$ cat config.mk
export PLATFORM = sky130hd
export DESIGN_NAME = mul32_seq
export DESIGN_NICKNAME = d
export VERILOG_FILES = /design/src/rtl/mul32_seq.sv
export SDC_FILE = /design/constraint.sdc
export NUM_CORES = 1
export LEC_CHECK = 0
export CAP_MARGIN = 5
export CELL_PAD_IN_SITES_DETAIL_PLACEMENT = 1
export CELL_PAD_IN_SITES_GLOBAL_PLACEMENT = 1
export CORE_MARGIN = 1
export CORE_UTILIZATION = 43
export DETAILED_ROUTE_END_ITERATION = 12
export GPL_TIMING_DRIVEN = 1
export PLACE_DENSITY_LB_ADDON = 0.1
export SLEW_MARGIN = 20
export SYNTH_ARGS = -nofsm -noshare
export SYNTH_HDL_FRONTEND = slang
export SYNTH_SLANG_ARGS = --single-unit
$ cat constraint.sdc
create_clock -name clk -period 4.1 [get_ports clk]
set_input_delay 0.615 -clock clk [delete_from_list [all_inputs] [get_ports clk]]
set_output_delay 0.615 -clock clk [all_outputs]
set_load 0.01 [all_outputs]
$ cat src/rtl/mul32_seq.sv
// rtl/mul32_seq.sv - sequential unsigned WxW shift-and-add multiplier
module mul32_seq #(
  parameter int W = 32
) (
  input  logic           clk,
  input  logic           rst_n,
  input  logic           start,
  input  logic [W-1:0]   a,
  input  logic [W-1:0]   b,
  output logic           busy,
  output logic           done,
  output logic [2*W-1:0] product
);

  localparam int CW = (W > 1) ? $clog2(W) : 1;
  localparam logic [CW-1:0] LAST = CW'(W - 1);

  typedef enum logic [1:0] {
    S_IDLE,
    S_RUN,
    S_DONE
  } state_t;

  state_t         r_state;
  logic [W-1:0]   r_mcand;
  logic [W-1:0]   r_acc;
  logic [W-1:0]   r_mplr;
  logic [CW-1:0]  r_cnt;
  logic           r_busy;
  logic           r_done;
  logic [2*W-1:0] r_product;

  // The carry out of the add lands in acc[W-1] after the shift, so nothing is lost.
  logic [W:0]     w_sum;
  logic [2*W-1:0] w_next;

  assign w_sum  = {1'b0, r_acc} + (r_mplr[0] ? {1'b0, r_mcand} : {(W+1){1'b0}});
  assign w_next = {w_sum, r_mplr[W-1:1]};

  always_ff @(posedge clk) begin
    if (!rst_n) begin
      r_state   <= S_IDLE;
      r_mcand   <= '0;
      r_acc     <= '0;
      r_mplr    <= '0;
      r_cnt     <= '0;
      r_busy    <= 1'b0;
      r_done    <= 1'b0;
      r_product <= '0;
    end else begin
      case (r_state)
        S_RUN: begin
          r_acc  <= w_next[2*W-1:W];
          r_mplr <= w_next[W-1:0];
          r_cnt  <= r_cnt + 1'b1;
          if (r_cnt == LAST) begin
            r_product <= w_next;
            r_state   <= S_DONE;
            r_busy    <= 1'b0;
            r_done    <= 1'b1;
          end
        end
        default: begin
          // IDLE and DONE both accept a new operation; DONE otherwise falls back to IDLE.
          r_done <= 1'b0;
          if (start) begin
            r_mcand <= a;
            r_mplr  <= b;
            r_acc   <= '0;
            r_cnt   <= '0;
            r_state <= S_RUN;
            r_busy  <= 1'b1;
          end else begin
            r_state <= S_IDLE;
            r_busy  <= 1'b0;
          end
        end
      endcase
    end
  end

  assign busy    = r_busy;
  assign done    = r_done;
  assign product = r_product;

endmodule

# --- Yosys cells after proc, flatten, opt, wreduce, memory -nomap -nowiden ---
# Index checks and enable logic that the tools add are counted.
word_totals:
  output_inout_bits: 66
  elab_cells: 31
  ff_bits: 169
  inputBits: 67
classes:
  bitwise: 1
  eq_ne: 3
  n_mux: 13
  n_addsub: 2
  n_reduce_logical: 4
op_table:
  columns: ["cell", "n"]
  rows:
  - ["$mux W32", 5]
  - ["$add A32 B32 Y33", 1]
  - ["$mux W5", 2]
  - ["$reduce_and A2 Y1", 3]
  - ["$add A5 B1 Y5 const B", 1]
  - ["$eq A5 B5 Y1 const B", 1]
  - ["$mux W1", 4]
  - ["$mux W2", 2]
  - ["$eq A2 B1 Y1 const B", 1]
  - ["$ne A2 B2 Y1 const B", 1]
  - ["$reduce_bool A2 Y1", 1]
  - ["$not A1 Y1", 1]

# --- Depth between registers and ports, before layout ---
# Gate-level depths: netlist (run 1).
logic_depth:
  ltp_word: 3
  mapped_depth: 12

# --- Least setup slack after synthesis (run 1) ---
# OpenSTA, ideal clock, no wires.
synth_path:
  kind: "flip-flop to flip-flop"
  from: "register r_mplr[0]"
  to: "register r_product[63] (netlist: product[63])"
  period_less_slack_ps: 2642
  t_arrival_ps: 2511
  setup_time_ps: 132
  required_ps: 3968
  n_path_buf: 1
  slack_ps: 1458
  path_stages_with_launch: 13
  cell_sequence: "dfxtp_1 -> clkbuf_1 -> and2_1 -> ha_1 -> fa_1 -> a21oi_1 -> o211ai_1 -> a31oi_1 -> o21ai_1 -> a21oi_1 -> nor4_1 -> nor3_1 -> a21oi_1"
synth_between:
  elab_chain_len: 2
synth_rtl:
  columns: ["item", "line_no", "source"]
  rows:
  - ["from (decl)", "27", "logic [W-1:0] r_mplr;"]
  - ["from (signal assigned)", "54", "r_mplr <= w_next[W-1:0];"]
  - ["$mux W32", "37", "assign w_sum = {1'b0, r_acc} + (r_mplr[0] ? {1'b0, r_mcand} : {(W+1){1'b0}});"]
  - ["$add A32 B32 Y33", "37", null]
  - ["to (signal assigned)", "57", "r_product <= w_next;"]
  - ["to (decl)", "31", "logic [2*W-1:0] r_product;"]
# Every way passes these cells.
# A chain may end at the register's enable or synchronous reset.

# --- Worst setup path after layout (run 1) ---
layout_path:
  from: "register r_mplr[0]"
  to: "register r_product[56] (netlist: product[56])"
# Same word-level chain as after synthesis.

==> impl_results.html, run 1 <==
<table>
<tr><th>Metric</th><th>Value</th></tr>
<tr><th colspan="2">Status</th></tr>
<tr><td>Status</td><td>finished, final reports clean</td></tr>
<tr><th colspan="2">Critical path</th></tr>
<tr><td>Arr. time, crit path</td><td>3960 ps</td></tr>
<tr><td>WP data required</td><td>4460 ps</td></tr>
<tr><td>Path type of the worst setup path</td><td>register to register</td></tr>
<tr><td>Max Fanout on Critical Path</td><td>33</td></tr>
<tr><td>Reg-to-reg slack, setup</td><td>between 400 and 500 ps</td></tr>
<tr><td>Startpoint type of the worst setup path</td><td>register</td></tr>
<tr><td>FF-to-FF path depth</td><td>10</td></tr>
<tr><td>Worst reg2reg path endpoint</td><td>product[56]$_SDFFE_PN0P_</td></tr>
<tr><td>Startpoint of the most critical register-to-register path</td><td>r_mplr[0]$_SDFFE_PN0P_</td></tr>
<tr><td>Critical Path End Type</td><td>register</td></tr>
<tr><th colspan="2">Yosys</th></tr>
<tr><td>Synthesized instance count</td><td>slightly below 1000</td></tr>
<tr><td>Number of synthesized flops with an enable pin</td><td>0</td></tr>
<tr><td>Yosys top cell by area</td><td>dfxtp_1</td></tr>
<tr><td>Yosys warning total</td><td>0</td></tr>
<tr><td>Syn_nets</td><td>roughly 1100</td></tr>
<tr><td>Most repeated cell in the gate-level netlist after synthesis</td><td>nand2_1</td></tr>
<tr><td>Commonest cells in the synthesized netlist</td><td>216 x nand2_1, 168 x dfxtp_1, 78 x a21boi_0, 57 x nor2_1</td></tr>
<tr><td>Area share of the leading cell type in the synthesized netlist</td><td>0.412</td></tr>
<tr><td>Fraction of synthesis flops using an asynchronous set or reset pin</td><td>0</td></tr>
<tr><td>Share of the yosys chip area belonging to registers</td><td>0.412</td></tr>
<tr><td>Most frequently used flop master after synthesis</td><td>dfxtp_1</td></tr>
<tr><td>Netlist area before placement</td><td>0.00816 mm²</td></tr>
<tr><td>Flip-flop and latch count after synthesis</td><td>168</td></tr>
<tr><td>Top area cells in the synthesized netlist</td><td>dfxtp_1 41%, nand2_1 9.9%, a21boi_0 7.2%, ha_1 5.2%, mux2i_1 3.9%</td></tr>
<tr><td>Synthesized area per cell</td><td>around 8.3 µm²</td></tr>
<tr><td>Unique cell type count in the Yosys netlist</td><td>53</td></tr>
<tr><th colspan="2">Power</th></tr>
<tr><td>Cell area power density</td><td>around 360 mW/mm²</td></tr>
<tr><td>Total Power Consumption</td><td>0.00364 W</td></tr>
<tr><td>Leakage power total</td><td>between 3 and 4 nW</td></tr>
<tr><td>Worst supply voltage drop on vdd</td><td>about 0.3 mV</td></tr>
<tr><th colspan="2">Timing</th></tr>
<tr><td>Final Hold Violating Endpoints</td><td>0</td></tr>
<tr><td>Minimum period implied by the final worst setup slack</td><td>between 3000 and 4000 ps</td></tr>
<tr><td>Final setup violating endpoints</td><td>0</td></tr>
<tr><td>Total negative slack for setup checks</td><td>0 ps</td></tr>
<tr><td>Max Freq</td><td>around 280 MHz</td></tr>
<tr><td>Final clock period utilization by the worst path</td><td>0.878</td></tr>
<tr><td>Final number of max-transition violations</td><td>0</td></tr>
<tr><td>Unrepaired setup endpoints after global routing</td><td>false</td></tr>
<tr><td>Transition at the pin with the smallest max-transition slack</td><td>1040 ps</td></tr>
<tr><td>Clock tree skew after final layout</td><td>a little under 9 ps</td></tr>
<tr><td>Max_slew headroom</td><td>0.304</td></tr>
<tr><th colspan="2">CTS</th></tr>
<tr><td>Cts bufs inserted</td><td>17</td></tr>
<tr><td>Post-CTS setup buffer count</td><td>0</td></tr>
<tr><td>Number of buffers between clock root and the deepest sink</td><td>2</td></tr>
<tr><td>Clk slew on worst S/H paths</td><td>around 60 ps</td></tr>
<tr><td>Clock root buffer</td><td>clkbuf_16</td></tr>
<tr><td>Sinks on the clock net</td><td>roughly 170</td></tr>
<tr><td>Clock tree from TritonCTS</td><td>built</td></tr>
<tr><td>Insertion delay of the later-clocked pin in the worst-skew pair</td><td>around 430 ps</td></tr>
<tr><td>CTS H-tree lvls</td><td>4</td></tr>
<tr><td>Post-CTS Hold Fix Bufs</td><td>0</td></tr>
<tr><td>Count of instances resized after the clock tree is built</td><td>0</td></tr>
<tr><th colspan="2">Finish</th></tr>
<tr><td>Area growth from synthesis to layout</td><td>24.8%</td></tr>
<tr><td>Final nets</td><td>1182</td></tr>
<tr><td>Count of antenna diodes in the layout</td><td>0</td></tr>
<tr><td>Proportion of layout cells with a drive suffix above 1</td><td>0.0467</td></tr>
<tr><th colspan="2">Route</th></tr>
<tr><td>Antenna-violating nets left</td><td>0</td></tr>
<tr><td>Drc violations</td><td>0</td></tr>
<tr><td>Drt first-iter violations</td><td>between 300 and 400</td></tr>
<tr><td>Wire length after detailed routing</td><td>between 20000 and 25000 µm</td></tr>
<tr><td>Routed via count</td><td>7233</td></tr>
<tr><td>Via-per-instance ratio</td><td>5.45</td></tr>
<tr><td>Average detailed-routed wire length per instance</td><td>about 18 µm</td></tr>
<tr><td>Detailed Routing Iterations Pass 1</td><td>4</td></tr>
<tr><th colspan="2">Min path</th></tr>
<tr><td>Hold path cells</td><td>2</td></tr>
<tr><td>Worst min-delay path startpoint</td><td>product[51]$_SDFFE_PN0P_</td></tr>
<tr><td>Worst Hold Class</td><td>register to register</td></tr>
<tr><td>Hold Path End</td><td>product[51]$_SDFFE_PN0P_</td></tr>
<tr><th colspan="2">Global route</th></tr>
<tr><td>Overflow left after global routing</td><td>0</td></tr>
<tr><td>Number of antenna violations at the first check in global routing</td><td>0</td></tr>
<tr><td>Wire length of the first global-routing pass</td><td>~39000 µm</td></tr>
<tr><td>GRT Total Usage</td><td>0.248</td></tr>
<tr><td>Pin count of the biggest net entering global routing</td><td>a little over 70</td></tr>
<tr><td>Via count of the first global-routing pass</td><td>around 7500</td></tr>
<tr><th colspan="2">Die</th></tr>
<tr><td>Die boundary width</td><td>roughly 140 µm</td></tr>
<tr><td>Count of pins on the block boundary</td><td>between 100 and 150</td></tr>
<tr><td>Chip Height</td><td>roughly 140 µm</td></tr>
<tr><td>Initial cell density of the core</td><td>0.438</td></tr>
<tr><td>Area of the placeable core</td><td>between 0.015 and 0.02 mm²</td></tr>
<tr><td>Die Area</td><td>between 0.015 and 0.02 mm²</td></tr>
<tr><td>Num rows</td><td>50</td></tr>
<tr><th colspan="2">Placed design</th></tr>
<tr><td>Number of buffers inserted by port buffering</td><td>132</td></tr>
<tr><td>Total half-perimeter wirelength after legalization and detailed placement</td><td>~16000 µm</td></tr>
<tr><td>Final weighted congestion in routability-driven placement</td><td>about 0.87</td></tr>
<tr><th colspan="2">Flow run</th></tr>
<tr><td>Number of max-cap violations</td><td>0</td></tr>
</table>
sequential cells by signal, indices dropped and copies added (netlist names):
name and cells:
product 64, done 1, r_cnt 5, r_mplr 32
r_state 2, r_acc 32, r_mcand 32
area by class of cell:
cell class	count	area, µm²
Tap cell	234	293
Clock buffer	23	468
Timing Repair Buffer	145	1410
Clock inverter	9	115
Fill cell	2228	8460
Multi-Input combinational cell	739	4500
Inverter	9	33.8
Sequential cell	168	3360
metal layers:
| layer | routed length, µm | track usage | vias to the layer above | part of all wire |
|---|---|---|---|---|
| li1 | - | - | 3596 | - |
| met1 | 10800 | 0.312 | 3477 | 0.46 |
| met2 | 11100 | 0.427 | 130 | 0.48 |
| met3 | 965 | 0.0465 | 30 | 0.041 |
| met4 | 425 | 0.0816 | 0 | 0.018 |
| met5 | 0 | 0 | - | 0 |
cells in the final DEF, fill, tap and decap left out, types with 3 or more instances in the layout:
cell             Yosys  final
ha_1                34     34
nand4_1             10     10
clkbuf_16            0     17
dfxtp_1            168    168
a21o_1              11     11
nor3_1               5      4
a21boi_0            78     78
mux2i_1             32     32
buf_4                0     13
nand2_1            216    215
nand3_1             13     13
clkbuf_1            49      4
xnor2_1             18     18
a21oi_1             48     48
nor2_1              57     57
o21ai_0             49     49
a31oi_1              4      4
inv_1                9      9
nand2_2              2      3
clkdlybuf4s50_1      0    130
nor2b_1              5      5
a211oi_1            33     33
o211a_1              4      4
or3_1                4      4
a22o_1              18     18
and2_1              37     36
o211ai_1             6      6
o21bai_1             5      5
and3_1               3      3
xor2_1              12     12
where the power goes:
group / internal (W) / switching (W)
logic: 0.000140 / 0.000155
clock network: 0.000935 / 0.000680
registers: 0.00169 / 0.0000456
through the flow:
step / utilization / instance area, µm² / setup WS, ps / hold slack [ps] / std cells
2_1_floorplan: - / 8160 / 1460 / 432 / 985
3_3_place_gp: 0.515 / 9600 / 589 / 438 / 1295
6_report: 0.546 / 10200 / 499 / 459 / 1327
5_1_grt: 0.546 / 10200 / 242 / 489 / 1327
3_5_place_dp: 0.515 / 9600 / 589 / 455 / 1295
4_1_cts: 0.546 / 10200 / 534 / 464 / 1327
critical path, stage by stage, from the launching register on:
cell and delay (ps):
dfxtp_1 1010, and2_1 240, ha_1 330, and3_1 240, and2_0 150, a221o_1 350
a311oi_1 530, o31ai_1 180, xor2_1 240, nand2_1 70, a21boi_0 170
logic make-up (layout without fill, tap and decap cells):
logic type | Yosys count | in the layout | share of synthesized area
DFF | 168 | 168 | 0.412
buffers and inverters | 78 | 186 | 0.0373
adders and majority gates | 35 | 35 | 0.0546
and+or+nand+nor | 367 | 367 | 0.197
muxes | 32 | 32 | 0.0393
AOI/OAI and AO/OA | 275 | 275 | 0.228
xor gates and xnor gates | 30 | 30 | 0.0322
how the worst max path moves through the flow:
| stage | startpoint | end | slack [ps] | cells after the start |
|---|---|---|---|---|
| 2_1_floorplan | r_mplr[0]$_SDFFE_PN0P_ | product[63]$_SDFFE_PN0P_ | 1460 | 12 |
| 3_3_place_gp | r_mplr[0]$_SDFFE_PN0P_ | product[56]$_SDFFE_PN0P_ | 590 | 10 |
| 5_1_grt | r_mplr[0]$_SDFFE_PN0P_ | product[57]$_SDFFE_PN0P_ | 240 | 12 |
| 4_1_cts | r_mplr[0]$_SDFFE_PN0P_ | product[57]$_SDFFE_PN0P_ | 530 | 12 |
| 3_5_place_dp | r_mplr[0]$_SDFFE_PN0P_ | product[57]$_SDFFE_PN0P_ | 590 | 12 |
| 6_report | r_mplr[0]$_SDFFE_PN0P_ | product[56]$_SDFFE_PN0P_ | 500 | 10 |
Note: power is estimated with default switching activity, not from simulation.
==> run 2: changes to the inputs <==
--- a/config.mk
+++ b/config.mk
@@ -9,7 +9,7 @@
 export CELL_PAD_IN_SITES_DETAIL_PLACEMENT = 1
 export CELL_PAD_IN_SITES_GLOBAL_PLACEMENT = 1
 export CORE_MARGIN = 1
-export CORE_UTILIZATION = 43
+export CORE_UTILIZATION = 35
 export DETAILED_ROUTE_END_ITERATION = 12
 export GPL_TIMING_DRIVEN = 1
 export PLACE_DENSITY_LB_ADDON = 0.1
==> run 2 against run 1 <==
Effect of this change:
- via count fell by 0.29%
- total power rose by 1.8%
- worst hold slack got worse by 3.8 ps
- fmax rose by 8.9%
- cell count rose by 6.0%
- critical path depth rose by 2
- clock skew rose by 3.9 ps
- register-to-register slack improved by 290 ps
==> impl_results.html, run 2 (synthesis gave the netlist of run 1 again) <==
<table>
<tr><th>Metric</th><th>Value</th></tr>
<tr><th colspan="2">Placed design</th></tr>
<tr><td>Number of buffers inserted by port buffering</td><td>132 (unchanged)</td></tr>
<tr><td>Total half-perimeter wirelength after legalization and detailed placement</td><td>16800 µm (+4.4%)</td></tr>
<tr><td>Number of cells after detailed placement</td><td>1375 (+6.2%)</td></tr>
<tr><td>Place WS</td><td>521 ps (-68.1 ps)</td></tr>
<tr><td>Final weighted congestion in routability-driven placement</td><td>0.867 (-0.62%)</td></tr>
<tr><td>Post-DP Area</td><td>0.00972 mm² (+1.2%)</td></tr>
<tr><th colspan="2">Route</th></tr>
<tr><td>Average detailed-routed wire length per instance</td><td>16.7 µm (-5.0%)</td></tr>
<tr><td>Detailed Routing Iterations Pass 1</td><td>4 (unchanged)</td></tr>
<tr><td>Routed via count</td><td>7212 (-0.29%)</td></tr>
<tr><td>Via-per-instance ratio</td><td>5.13 (-6.0%)</td></tr>
<tr><td>Drt first-iter violations</td><td>294 (-6.7%)</td></tr>
<tr><td>Antenna-violating nets left</td><td>0 (unchanged)</td></tr>
<tr><td>Wire length after detailed routing</td><td>23500 µm (+0.70%)</td></tr>
<tr><td>Drc violations</td><td>0 (unchanged)</td></tr>
<tr><th colspan="2">CTS</th></tr>
<tr><td>Number of buffers between clock root and the deepest sink</td><td>2 (unchanged)</td></tr>
<tr><td>Insertion delay of the later-clocked pin in the worst-skew pair</td><td>440 ps (about the same)</td></tr>
<tr><td>Cts bufs inserted</td><td>17 (unchanged)</td></tr>
<tr><td>Sinks on the clock net</td><td>168 (unchanged)</td></tr>
<tr><td>CTS H-tree lvls</td><td>4 (unchanged)</td></tr>
<tr><td>Count of instances resized after the clock tree is built</td><td>0 (unchanged)</td></tr>
<tr><td>Clk slew on worst S/H paths</td><td>70 ps (about the same)</td></tr>
<tr><td>Post-CTS setup buffer count</td><td>0 (unchanged)</td></tr>
<tr><td>Post-CTS Hold Fix Bufs</td><td>0 (unchanged)</td></tr>
<tr><td>Clock root buffer</td><td>clkbuf_16</td></tr>
<tr><td>Clock tree from TritonCTS</td><td>built</td></tr>
<tr><th colspan="2">Die</th></tr>
<tr><td>Chip Height</td><td>155 µm (+11%)</td></tr>
<tr><td>Die Area</td><td>0.0239 mm² (+23%)</td></tr>
<tr><td>Initial cell density of the core</td><td>0.358 (-0.0795)</td></tr>
<tr><td>Count of pins on the block boundary</td><td>133 (unchanged)</td></tr>
<tr><td>Area of the placeable core</td><td>0.0228 mm² (+22%)</td></tr>
<tr><td>Die boundary width</td><td>155 µm (+11%)</td></tr>
<tr><td>Num rows</td><td>55 (+10%)</td></tr>
<tr><th colspan="2">Timing</th></tr>
<tr><td>Total negative slack for setup checks</td><td>0 ps (unchanged)</td></tr>
<tr><td>Clock tree skew after final layout</td><td>12.6 ps (+3.89 ps)</td></tr>
<tr><td>Worst Setup Slack, final</td><td>794 ps (+295 ps)</td></tr>
<tr><td>Final clock period utilization by the worst path</td><td>0.806 (-0.0719)</td></tr>
<tr><td>Unrepaired setup endpoints after global routing</td><td>false</td></tr>
<tr><td>Final setup violating endpoints</td><td>0 (unchanged)</td></tr>
<tr><td>Max_slew headroom</td><td>0.543 (+0.239)</td></tr>
<tr><td>Final number of max-transition violations</td><td>0 (unchanged)</td></tr>
<tr><td>Transition at the pin with the smallest max-transition slack</td><td>685 ps (-357 ps)</td></tr>
<tr><td>Minimum period implied by the final worst setup slack</td><td>3310 ps (-295 ps)</td></tr>
<tr><td>Final Hold Violating Endpoints</td><td>0 (unchanged)</td></tr>
<tr><td>Max Freq</td><td>302 MHz (+8.9%)</td></tr>
<tr><th colspan="2">Min path</th></tr>
<tr><td>Worst Hold Class</td><td>register to register</td></tr>
<tr><th colspan="2">Flow run</th></tr>
<tr><td>Number of max-cap violations</td><td>0 (unchanged)</td></tr>
<tr><th colspan="2">Critical path</th></tr>
<tr><td>WP data required</td><td>4390 ps (-70 ps)</td></tr>
<tr><td>Critical Path End Type</td><td>register</td></tr>
<tr><td>Arr. time, crit path</td><td>3590 ps (-370 ps)</td></tr>
<tr><td>Startpoint type of the worst setup path</td><td>register</td></tr>
<tr><td>Path type of the worst setup path</td><td>register to register</td></tr>
<tr><td>Max Fanout on Critical Path</td><td>33 (unchanged)</td></tr>
<tr><th colspan="2">Global route</th></tr>
<tr><td>GRT Total Usage</td><td>0.204 (-0.0447)</td></tr>
<tr><td>Wire length of the first global-routing pass</td><td>38600 µm (-0.11%)</td></tr>
<tr><td>Via count of the first global-routing pass</td><td>7271 (-3.2%)</td></tr>
<tr><td>Overflow left after global routing</td><td>0 (unchanged)</td></tr>
<tr><td>Number of antenna violations at the first check in global routing</td><td>0 (unchanged)</td></tr>
<tr><td>Pin count of the biggest net entering global routing</td><td>71 (unchanged)</td></tr>
<tr><th colspan="2">Status</th></tr>
<tr><td>Status</td><td>finished, final reports clean</td></tr>
<tr><th colspan="2">Power</th></tr>
<tr><td>Total Power Consumption</td><td>0.00371 W (+1.8%)</td></tr>
<tr><td>Worst supply voltage drop on vdd</td><td>0.262 mV (-12%)</td></tr>
<tr><td>Leakage power total</td><td>4.00 nW (+0.66%)</td></tr>
<tr><td>Cell area power density</td><td>359 mW/mm² (+0.35%)</td></tr>
<tr><th colspan="2">Finish</th></tr>
<tr><td>Area growth from synthesis to layout</td><td>26.6%</td></tr>
<tr><td>Count of antenna diodes in the layout</td><td>0 (unchanged)</td></tr>
<tr><td>Most common library cell in the layout ignoring fill and taps</td><td>nand2_1</td></tr>
<tr><td>Max FFs per register</td><td>64 (unchanged)</td></tr>
<tr><td>Proportion of layout cells with a drive suffix above 1</td><td>0.0512 (+0.00453)</td></tr>
<tr><td>Final standard cell count with taps included and fillers excluded</td><td>1407 (+6.0%)</td></tr>
<tr><td>Post-route cell area</td><td>0.0103 mm² (+1.5%)</td></tr>
<tr><td>Final nets</td><td>1183 (+0.085%)</td></tr>
<tr><td>Highest-count cells in the layout ignoring fill and taps</td><td>215 x nand2_1, 167 x dfxtp_1, 130 x clkdlybuf4s50_1, 78 x a21boi_0, 57 x nor2_1</td></tr>
</table>
run 2: worst max-delay path, cell delays in order, from the launching register on:
cell	delay, ps
dfxtp_2	500
and2_1	230
ha_1	210
fa_1	420
a21oi_1	220
o211ai_1	120
buf_4	170
a31oi_1	130
o21ai_1	160
a21oi_1	500
nor4_1	110
nor3_1	250
o21ai_0	120
run 2: metal layers:
| layer | GRT usage | routed length [µm] |
|---|---|---|
| met5 | 0 | 0 |
| met4 | 0.0556 | 276 |
| met3 | 0.0431 | 933 |
| met2 | 0.346 | 11000 |
| met1 | 0.260 | 11300 |
run 2: worst paths after layout:
| path | start | to | slack [ps] | cells past startpoint |
|---|---|---|---|---|
| setup / recovery | r_mplr[0]$_SDFFE_PN0P_ | r_acc[31]$_SDFFE_PN0P_ | 790 | 12 |
| hold / removal | done$_SDFFE_PN0P_ | done$_SDFFE_PN0P_ | 460 | 2 |
| setup reg to reg | r_mplr[0]$_SDFFE_PN0P_ | r_acc[31]$_SDFFE_PN0P_ | 790 | 12 |
| hold reg to reg | done$_SDFFE_PN0P_ | done$_SDFFE_PN0P_ | 460 | 2 |
run 2: final cells by class:
class                      instances  area [µm²]
clock inverter                    14         181
tap                              313         392
multi-input combinational        739        4500
clock buffer                      18         429
inverter                           9        33.8
sequential                       168        3360
fill                            2707       12400
timing repair buffer             146        1430
run 2: power breakdown:
group / total [W] / internal (W) / switching [W]
Clock: 0.00168 / 0.000928 / 0.000755
Sequential: 0.00173 / 0.00169 / 0.0000455
Combinational: 0.000295 / 0.000140 / 0.000154
Total: 0.00371 / 0.00275 / 0.000955
run 2: stage by stage:
stage | utilization | hold slack [ps]
detailed placement | 0.427 | 450
global placement | 0.427 | 440
global route | 0.454 | 486
finish | 0.454 | 456
floorplan | - | 432
CTS | 0.454 | 459
